===== src/rtl/grant_dispatcher.sv =====
// Grant side of the priority arbitration path: latches the arbiter winner and holds a
// one-hot grant until done. Optional forced release is enabled by GRANT_DISPATCHER_TIMEOUT_EN.
module grant_dispatcher #(
  parameter int unsigned N         = 8,
  parameter int unsigned PRIO_BITS = 3,
  parameter int unsigned TIMEOUT   = 255
) (
  input  logic                 clk_i,
  input  logic                 rst_i,
  input  logic                 arb_req_i,
  input  logic [$clog2(N)-1:0] arb_sel_i,
  input  logic [PRIO_BITS-1:0] arb_prio_i,
  input  logic [N-1:0]         done_i,
  output logic [N-1:0]         gnt_o,
  output logic [$clog2(N)-1:0] gnt_sel_o,
  output logic [PRIO_BITS-1:0] gnt_prio_o,
  output logic                 busy_o,
  output logic [N-1:0]         mask_o,
  output logic                 timeout_o
);

  localparam int unsigned SW     = $clog2(N);
  localparam bit          CFG_OK = (N >= 2) && ((N & (N - 1)) == 0) && (TIMEOUT >= 1);

  if (!CFG_OK) begin : g_bad_cfg
    $error("grant_dispatcher: N must be a power of two >= 2 and TIMEOUT >= 1");
  end

  typedef enum logic [1:0] {
    ST_IDLE    = 2'd0,
    ST_GRANT   = 2'd1,
    ST_RELEASE = 2'd2
  } state_e;

  state_e              state_q, state_d;
  logic [N-1:0]        gnt_q, gnt_d;
  logic [SW-1:0]       sel_q, sel_d;
  logic [PRIO_BITS-1:0] prio_q, prio_d;
  logic [N-1:0]        mask_q, mask_d;
  logic                done_hit;

  assign done_hit = done_i[sel_q];

`ifdef GRANT_DISPATCHER_TIMEOUT_EN
  localparam int unsigned CW = $clog2(TIMEOUT + 1);

  logic [CW-1:0] cnt_q, cnt_d;
  logic          timeout_q, timeout_d;
  logic          expire;

  // Counter holds the number of completed GRANT cycles; the last allowed one forces release.
  assign expire = (cnt_q == CW'(TIMEOUT - 1));
`endif

  // Next-state and output decode
  always_comb begin
    state_d = state_q;
    gnt_d   = gnt_q;
    sel_d   = sel_q;
    prio_d  = prio_q;
    mask_d  = mask_q;
`ifdef GRANT_DISPATCHER_TIMEOUT_EN
    cnt_d     = cnt_q;
    timeout_d = 1'b0;
`endif
    unique case (state_q)
      ST_IDLE: begin
        gnt_d = '0;
        if (arb_req_i) begin
          sel_d   = arb_sel_i;
          prio_d  = arb_prio_i;
          gnt_d   = N'(1) << arb_sel_i;
          state_d = ST_GRANT;
`ifdef GRANT_DISPATCHER_TIMEOUT_EN
          cnt_d   = '0;
`endif
        end
      end
      ST_GRANT: begin
        // Only the granted source's done bit matters; arbiter inputs never preempt.
        if (done_hit) begin
          gnt_d   = '0;
          mask_d  = N'(1) << sel_q;
          state_d = ST_RELEASE;
        end
`ifdef GRANT_DISPATCHER_TIMEOUT_EN
        else if (expire) begin
          gnt_d     = '0;
          mask_d    = N'(1) << sel_q;
          timeout_d = 1'b1;
          state_d   = ST_RELEASE;
        end else begin
          cnt_d = cnt_q + CW'(1);
        end
`endif
      end
      ST_RELEASE: begin
        mask_d  = '0;
        state_d = ST_IDLE;
      end
      default: begin
        gnt_d   = '0;
        mask_d  = '0;
        state_d = ST_IDLE;
      end
    endcase
  end

  // State and output registers
  always_ff @(posedge clk_i or posedge rst_i) begin
    if (rst_i) begin
      state_q <= ST_IDLE;
      gnt_q   <= '0;
      sel_q   <= '0;
      prio_q  <= '0;
      mask_q  <= '0;
    end else begin
      state_q <= state_d;
      gnt_q   <= gnt_d;
      sel_q   <= sel_d;
      prio_q  <= prio_d;
      mask_q  <= mask_d;
    end
  end

`ifdef GRANT_DISPATCHER_TIMEOUT_EN
  always_ff @(posedge clk_i or posedge rst_i) begin
    if (rst_i) begin
      cnt_q     <= '0;
      timeout_q <= 1'b0;
    end else begin
      cnt_q     <= cnt_d;
      timeout_q <= timeout_d;
    end
  end

  assign timeout_o = timeout_q;
`else
  assign timeout_o = 1'b0;
`endif

  assign gnt_o      = gnt_q;
  assign gnt_sel_o  = sel_q;
  assign gnt_prio_o = prio_q;
  assign mask_o     = mask_q;
  assign busy_o     = (state_q != ST_IDLE);

endmodule


===== config.mk =====
export PLATFORM = sky130hd
export DESIGN_NAME = grant_dispatcher
export DESIGN_NICKNAME = d
export VERILOG_FILES = /design/src/rtl/grant_dispatcher.sv
export SDC_FILE = /design/constraint.sdc
export NUM_CORES = 1
export LEC_CHECK = 0
export CAP_MARGIN = 30
export CELL_PAD_IN_SITES_DETAIL_PLACEMENT = 1
export CELL_PAD_IN_SITES_GLOBAL_PLACEMENT = 1
export CORE_MARGIN = 5
export CORE_UTILIZATION = 36
export DETAILED_ROUTE_END_ITERATION = 7
export PLACE_DENSITY = 0.92
export RECOVER_POWER = 50
export SYNTH_ARGS = -nofsm -noshare
export SYNTH_HDL_FRONTEND = slang
export SYNTH_SLANG_ARGS = --single-unit

===== constraint.sdc =====
create_clock -name clk_i -period 5.4 [get_ports clk_i]
set_clock_uncertainty 0.05 [all_clocks]
set_input_delay 0.81 -clock clk_i [delete_from_list [all_inputs] [get_ports clk_i]]
set_output_delay 0.81 -clock clk_i [all_outputs]
set_load 0.01 [all_outputs]

==> flow_metrics.tcl, run 1 <==
set metrics [dict create \
    status "completed" \
    insertion_delay_ns 0.31 \
    htreeDepth 1 \
    cts-root-buf "clkbuf_4" \
    ctsHoldBuffers 0 \
    maxCapViolCount 0 \
    synth_top_family_by_area "multiplexers" \
    switching_share_pct 38.9 \
    path_clk_slew_ns 0.13 \
    min_period_over_period_pct 48.4 \
    required_ns 5.58 \
    min_delay_path_depth 1 \
    setup_ws_ns 2.79 \
    wl_um 3070 \
    hold_class "flop to flop" \
    grt_max_degree 25 \
    yosysSeqAreaShare_pct 50.6 \
    cts_resized 0 \
    insertedDiodeCount 0 \
    drtIter0Drc 41 \
    die_w_um 67.4 \
    power.internal_uw 473 \
    cts_tree "built" \
    ios 41 \
    syn_inst 105 \
    io_buffers 39 \
    slew_headroom_pct 40.7 \
    synth_fp_nets 122 \
    die-area_mm2 0.00454 \
    synth_top_area_cell "dfrtp_1" \
    cp-end-kind "flop" \
    grt_pass1_wl_um 5070 \
    hp-start "gnt_o[2]$_DFFE_PP0P_" \
    viasPerCell 5.10 \
    postCtsSetupBuffers 0 \
    grt_pass1_vias 1074 \
    crit_start "done_i[7]" \
    ys_warn_count 0 \
    synth_compound_gate_area_share_pct 14.6 \
    synthTopCellsByArea "dfrtp_1 (51%), mux2_2 (7.6%), o21ai_0 (3.8%)" \
    numCtsBuffers 3 \
    layout.cells.non_filler 185 \
    synth_adder_area_share_pct 0 \
    placed_area_mm2 0.00158 \
    initial_core_util_pct 38.2 \
    clkSinkCount 24 \
    yosys-mux-area-fraction_pct 15.7 \
    grt_setup_unrepaired "no" \
    p_switching_uw 301 \
    peakVddDrop_uv 203 \
    path_class "primary input to flop" \
    pwr-share-seq_pct 40.0 \
    antenna_found_initial 0 \
    dpl.hpwl_um 2380 \
    cellLeakagePower_uw 0.000706 \
    drive_above_1_share_pct 10.6 \
    dp_cells 181 \
    die_h_um 67.4 \
    synth_seq_cells 24 \
    cts_buffer_depth 2 \
    fmax_mhz 382 \
    gp_congestion 0.816 \
    post_synth_num_cell_types 30 \
    p_per_area_mw_per_mm2 480 \
    post-route-drc-count 0 \
    drtAntennaViolNets 0 \
    comb_power_share_pct 47.8 \
    r2r-start "gnt_sel_o[1]$_DFFE_PP0P_" \
    critPathArrivalTime_ns 2.80 \
    r2r_cells 4 \
    coreArea_mm2 0.00310 \
    avgSynthCellArea_um2 11.3 \
    wl_per_cell_um 16.6 \
    yosys.area_share.simple_pct 13.2 \
    drv_slew 0 \
    dr.pass1.iters 4 \
    worst_setup_path_start_kind "primary input" \
    synth.top_cell.area_share_pct 50.6 \
    grt-ovfl-total 0 \
    finalCriticalPeriod_ns 2.61 \
    row_count 20 \
    vias 943 \
    utilization_pct 52.0 \
    hold_violations 0 \
    synthToLayoutAreaGrowth_pct 36.0 \
    synth_xor_area_share_pct 0 \
    grt_usage_pct 14.7 \
    fin_setup_tns_ns 0 \
    crit_path_max_fanout 8 \
    dp_slack_ns 2.56 \
    max_slew.worst_pin.slew_ns 0.889 \
    nNetsFinal 159 \
    fin_area_mm2 0.00161 \
    clockPowerShare_pct 12.2 \
    finalSetupViolations 0 \
    synth_area_mm2 0.00119 \
]
## placed cells by master (no fill, tap or decap)
| cell type | synthesis | layout |
|---|---|---|
| a21o_1 | 3 | 3 |
| a21oi_1 | 5 | 5 |
| a22o_1 | 1 | 1 |
| a32o_1 | 1 | 1 |
| clkbuf_4 | 0 | 3 |
| clkbuf_8 | 0 | 1 |
| clkdlybuf4s50_1 | 0 | 32 |
| conb_1 | 1 | 1 |
| dfrtp_1 | 24 | 24 |
| dlygate4sd3_1 | 0 | 7 |
| inv_1 | 3 | 3 |
| mux2_1 | 1 | 1 |
| mux2_2 | 8 | 8 |
| mux2i_1 | 4 | 4 |
| mux4_2 | 2 | 2 |
| nand2_1 | 6 | 6 |
| nand2b_1 | 5 | 5 |
| nand3_1 | 1 | 1 |
| nand4_1 | 1 | 1 |
| nand4b_1 | 1 | 1 |
| nor2_1 | 5 | 5 |
| nor2b_1 | 3 | 3 |
| nor3_1 | 3 | 3 |
| o21ai_0 | 9 | 9 |
| o21ai_2 | 1 | 1 |
| o2bb2ai_1 | 3 | 3 |
| o41ai_1 | 3 | 3 |
| or2b_1 | 1 | 1 |
| or4_1 | 3 | 3 |
## metal layers
metal / track usage, % / share of wire (%) / vias up
met1: 18.3 / 42 / 468
met3: 3.16 / 4.1 / 0
met2: 25.9 / 54 / 27
li1: - / - / 448
met4: 3.80 / 0 / 0
met5: 0 / 0 / -
## power groups by stage
| stage | clock (uW) | sequential [uW] | combinational (uW) |
|---|---|---|---|
| 4_1_cts | 99.3 | 310 | 380 |
| 3_5_place_dp | 0 | 314 | 379 |
| 3_3_place_gp | 0 | 307 | 361 |
| 5_1_grt | 107 | 321 | 402 |
| 2_1_floorplan | 0 | 300 | 236 |
| 6_report | 94.5 | 310 | 370 |
## layout make-up
| cell class | instances | area [um2] |
|---|---|---|
| fillers | 357 | 1490 |
| well taps | 44 | 55.1 |
| multi-input cells | 71 | 519 |
| repair buffers | 39 | 390 |
| clock buffers | 4 | 36.3 |
| inverters | 3 | 11.3 |
| flip-flops and latches | 24 | 601 |
## cells in the mapped netlist
library cell and count:
or2b_1 1, nor3_1 3, buf_6 1, nand2_1 6, a21o_1 3, a22o_1 1
clkbuf_1 3, nand4_1 1, nand2b_1 5, mux2i_1 4, dfrtp_1 24, nor2_1 5
or4_1 3, nand3_1 1, a21oi_1 5, o2bb2ai_1 3, o21ai_0 9, o41ai_1 3
nor2b_1 3, buf_12 1, o21ai_2 1, mux2_1 1, nand4b_1 1, mux4_2 2
a32o_1 1, inv_1 3, mux2_2 8, buf_2 1, buf_4 1, conb_1 1
## cells by family (layout without fill, tap and decap cells)
group | count (synthesis) | in the layout
AND/OR/NAND/NOR | 29 | 29
buffers and inverters | 10 | 46
multiplexers | 15 | 15
AO/OA/AOI/OAI | 26 | 26
other | 1 | 1
flip-flops | 24 | 24
## final timing paths
kind / slack, ns / end
min in group asynchronous: 1.06 / mask_o[6]$_DFFE_PP0P_
min reg2reg: 0.45 / gnt_o[2]$_DFFE_PP0P_
max in group asynchronous: 3.70 / state_q[0]$_DFFE_PP0P_
max: 2.79 / gnt_o[5]$_DFFE_PP0P_
min: 0.45 / gnt_o[2]$_DFFE_PP0P_
max reg2reg: 3.02 / gnt_o[5]$_DFFE_PP0P_
## metrics by stage
| step | total power (uW) | hold slack (ns) |
|---|---|---|
| final | 774 | 0.453 |
| after global routing | 831 | 0.481 |
| after CTS | 790 | 0.456 |
| after detailed placement | 693 | 0.415 |
| after global placement | 667 | 0.420 |
| after floorplan | 536 | 0.468 |
## state kept, by name (all words and copies together), names as in the netlist
| signal | cells |
|---|---|
| gnt_sel_o | 3 |
| gnt_o | 8 |
| mask_o | 8 |
| gnt_prio_o | 3 |
| state_q | 2 |
## worst max-delay path, cell delays in order
cell	delay [ns]
dlygate4sd3_1	0.57
mux2_1	0.31
mux4_2	0.54
o21ai_2	0.37
o2bb2ai_1	0.19
(Power assumes the default switching activity.)
==> run 2, diff against run 1 <==
CORE_UTILIZATION = 30   (was 36)
PLACE_DENSITY = 0.83   (was 0.92)
clock period = 2.18 ns   (was 5.4 ns; I/O delays follow)
==> flow_metrics.tcl, run 2 (synthesis results as in run 1) <==
set metrics [dict create \
    status "completed" \
    dr.pass1.iters 4 \
    max_slew.worst_pin.slew_ns 1.29 \
    grt_pass1_vias 1146 \
    die_h_um 72.9 \
    grt_setup_unrepaired "no" \
    cp_slowest_cell "mux4_2" \
    cp-end-kind "flop" \
    fin_setup_tns_ns 0 \
    io_buffers 39 \
    hold_violations 0 \
    power_uw 2030 \
    row_count 22 \
    post-route-drc-count 0 \
    nFillCells 433 \
    crit_cells 4 \
    worst_setup_path_start_kind "flop" \
    die-area_mm2 0.00531 \
    p_per_area_mw_per_mm2 1220 \
    critPathArrivalTime_ns 2.20 \
    peakVddDrop_uv 393 \
    r2r_cells 4 \
    fmax_mhz 491 \
    slowest_delay_ns 0.54 \
    vias 988 \
    die_w_um 72.9 \
    viasPerCell 5.12 \
    drv_slew 0 \
    initial_core_util_pct 31.7 \
    postCtsSetupBuffers 0 \
    min_delay_path_depth 1 \
    finalSetupViolations 0 \
    wl_per_cell_um 16.2 \
    cellLeakagePower_uw 0.000744 \
    cts-root-buf "clkbuf_8" \
    nNetsFinal 163 \
    numCtsBuffers 3 \
    slew_headroom_pct 14.2 \
    layout_commonest_cell "clkdlybuf4s50_1" \
    insertion_delay_ns 0.27 \
    path_clk_slew_ns 0.08 \
    crit_chain "mux2_1 -> mux4_2 -> o21ai_2 -> a22o_1" \
    synthToLayoutAreaGrowth_pct 40.3 \
    path_class "flop to flop" \
    drtAntennaViolNets 0 \
    dp_cells 189 \
    antenna_found_initial 0 \
    coreArea_mm2 0.00374 \
    hold_class "flop to flop" \
    maxCapViolCount 0 \
    ios 41 \
    dpl.hpwl_um 2410 \
    grt_max_degree 25 \
    path_buf_inv 0 \
    most-common-layout-cells "clkdlybuf4s50_1 (30), dfrtp_1 (23), o21ai_0 (9), dlygate4sd3_1 (9), mux2_2 (8)" \
    grt-ovfl-total 0 \
    crit_family "multiplexers" \
    drtIter0Drc 45 \
    wl_um 3130 \
    grt_usage_pct 13.2 \
    finalCriticalPeriod_ns 2.04 \
    layout.cells.non_filler 193 \
    required_ns 2.34 \
    insertedDiodeCount 0 \
    clkSinkCount 24 \
    grt_pass1_wl_um 5480 \
    drive_above_1_share_pct 13.1 \
    crit_path_max_fanout 9 \
    min_period_over_period_pct 93.4 \
    cts_buffer_depth 2 \
    htreeDepth 1 \
    utilization_pct 44.5 \
    cts_tree "built" \
    gp_congestion 0.808 \
]
-- run 2: cell count changes in the layout (fill, tap and decap cells not counted), moves of 2 or more --
cell / before / now
buf_4: 0 / 3
clkbuf_4: 3 / 0
clkbuf_8: 1 / 4
clkdlybuf4s50_1: 32 / 30
dlygate4sd3_1: 7 / 9
-- run 2: where the power goes --
group	switching [uW]	leakage [uW]	internal [uW]
registers	139	0.000316	590
logic	478	0.000400	515
clock network	142	0.0000288	161
-- run 2: timing repair --
action / in CTS / in global routing
endpoints found under the setup margin: 0 / 8
resized for setup: 0 / 1
hold buffers: 0 / 0
-- run 2: area by class of cell --
cell class / instances / area [um2] / share of cell area, %
clock buffers: 4 / 55.1 / 3.31
flip-flops and latches: 24 / 602 / 36.2
inverters: 3 / 11.3 / 0.677
repair buffers: 43 / 417 / 25.0
well taps: 48 / 60.1 / 3.61
multi-input cells: 71 / 519 / 31.2
-- run 2: routing by layer --
metal / vias to the layer above / wire (um) / share of wire (%) / global-route usage, %
li1: 463 / - / - / -
met1: 492 / 1300 / 42 / 16.0
met2: 29 / 1610 / 52 / 21.7
met3: 4 / 150 / 4.8 / 3.03
met4: 0 / 63 / 2.0 / 6.56
met5: - / 0 / 0 / 0
-- run 2: worst paths after layout --
kind	from	to	slack, ns
max in group asynchronous	rst_i	gnt_sel_o[1]$_DFFE_PP0P_	0.51
min reg2reg	gnt_o[4]$_DFFE_PP0P_	gnt_o[4]$_DFFE_PP0P_	0.45
min	gnt_o[4]$_DFFE_PP0P_	gnt_o[4]$_DFFE_PP0P_	0.45
min in group asynchronous	rst_i	gnt_prio_o[1]$_DFFE_PP0P_	0.72
max reg2reg	gnt_sel_o[1]$_DFFE_PP0P_	gnt_o[0]$_DFFE_PP0P_	0.14
max	gnt_sel_o[1]$_DFFE_PP0P_	gnt_o[0]$_DFFE_PP0P_	0.14
-- run 2: stage by stage --
step | worst slack [ns] | area, um2 | hold WS [ns]
2_1_floorplan | 0.174 | 1190 | 0.292
3_3_place_gp | -0.0113 | 1610 | 0.423
3_5_place_dp | -0.0765 | 1610 | 0.427
4_1_cts | 0.0344 | 1670 | 0.351
5_1_grt | 0.0506 | 1660 | 0.479
6_report | 0.144 | 1660 | 0.451
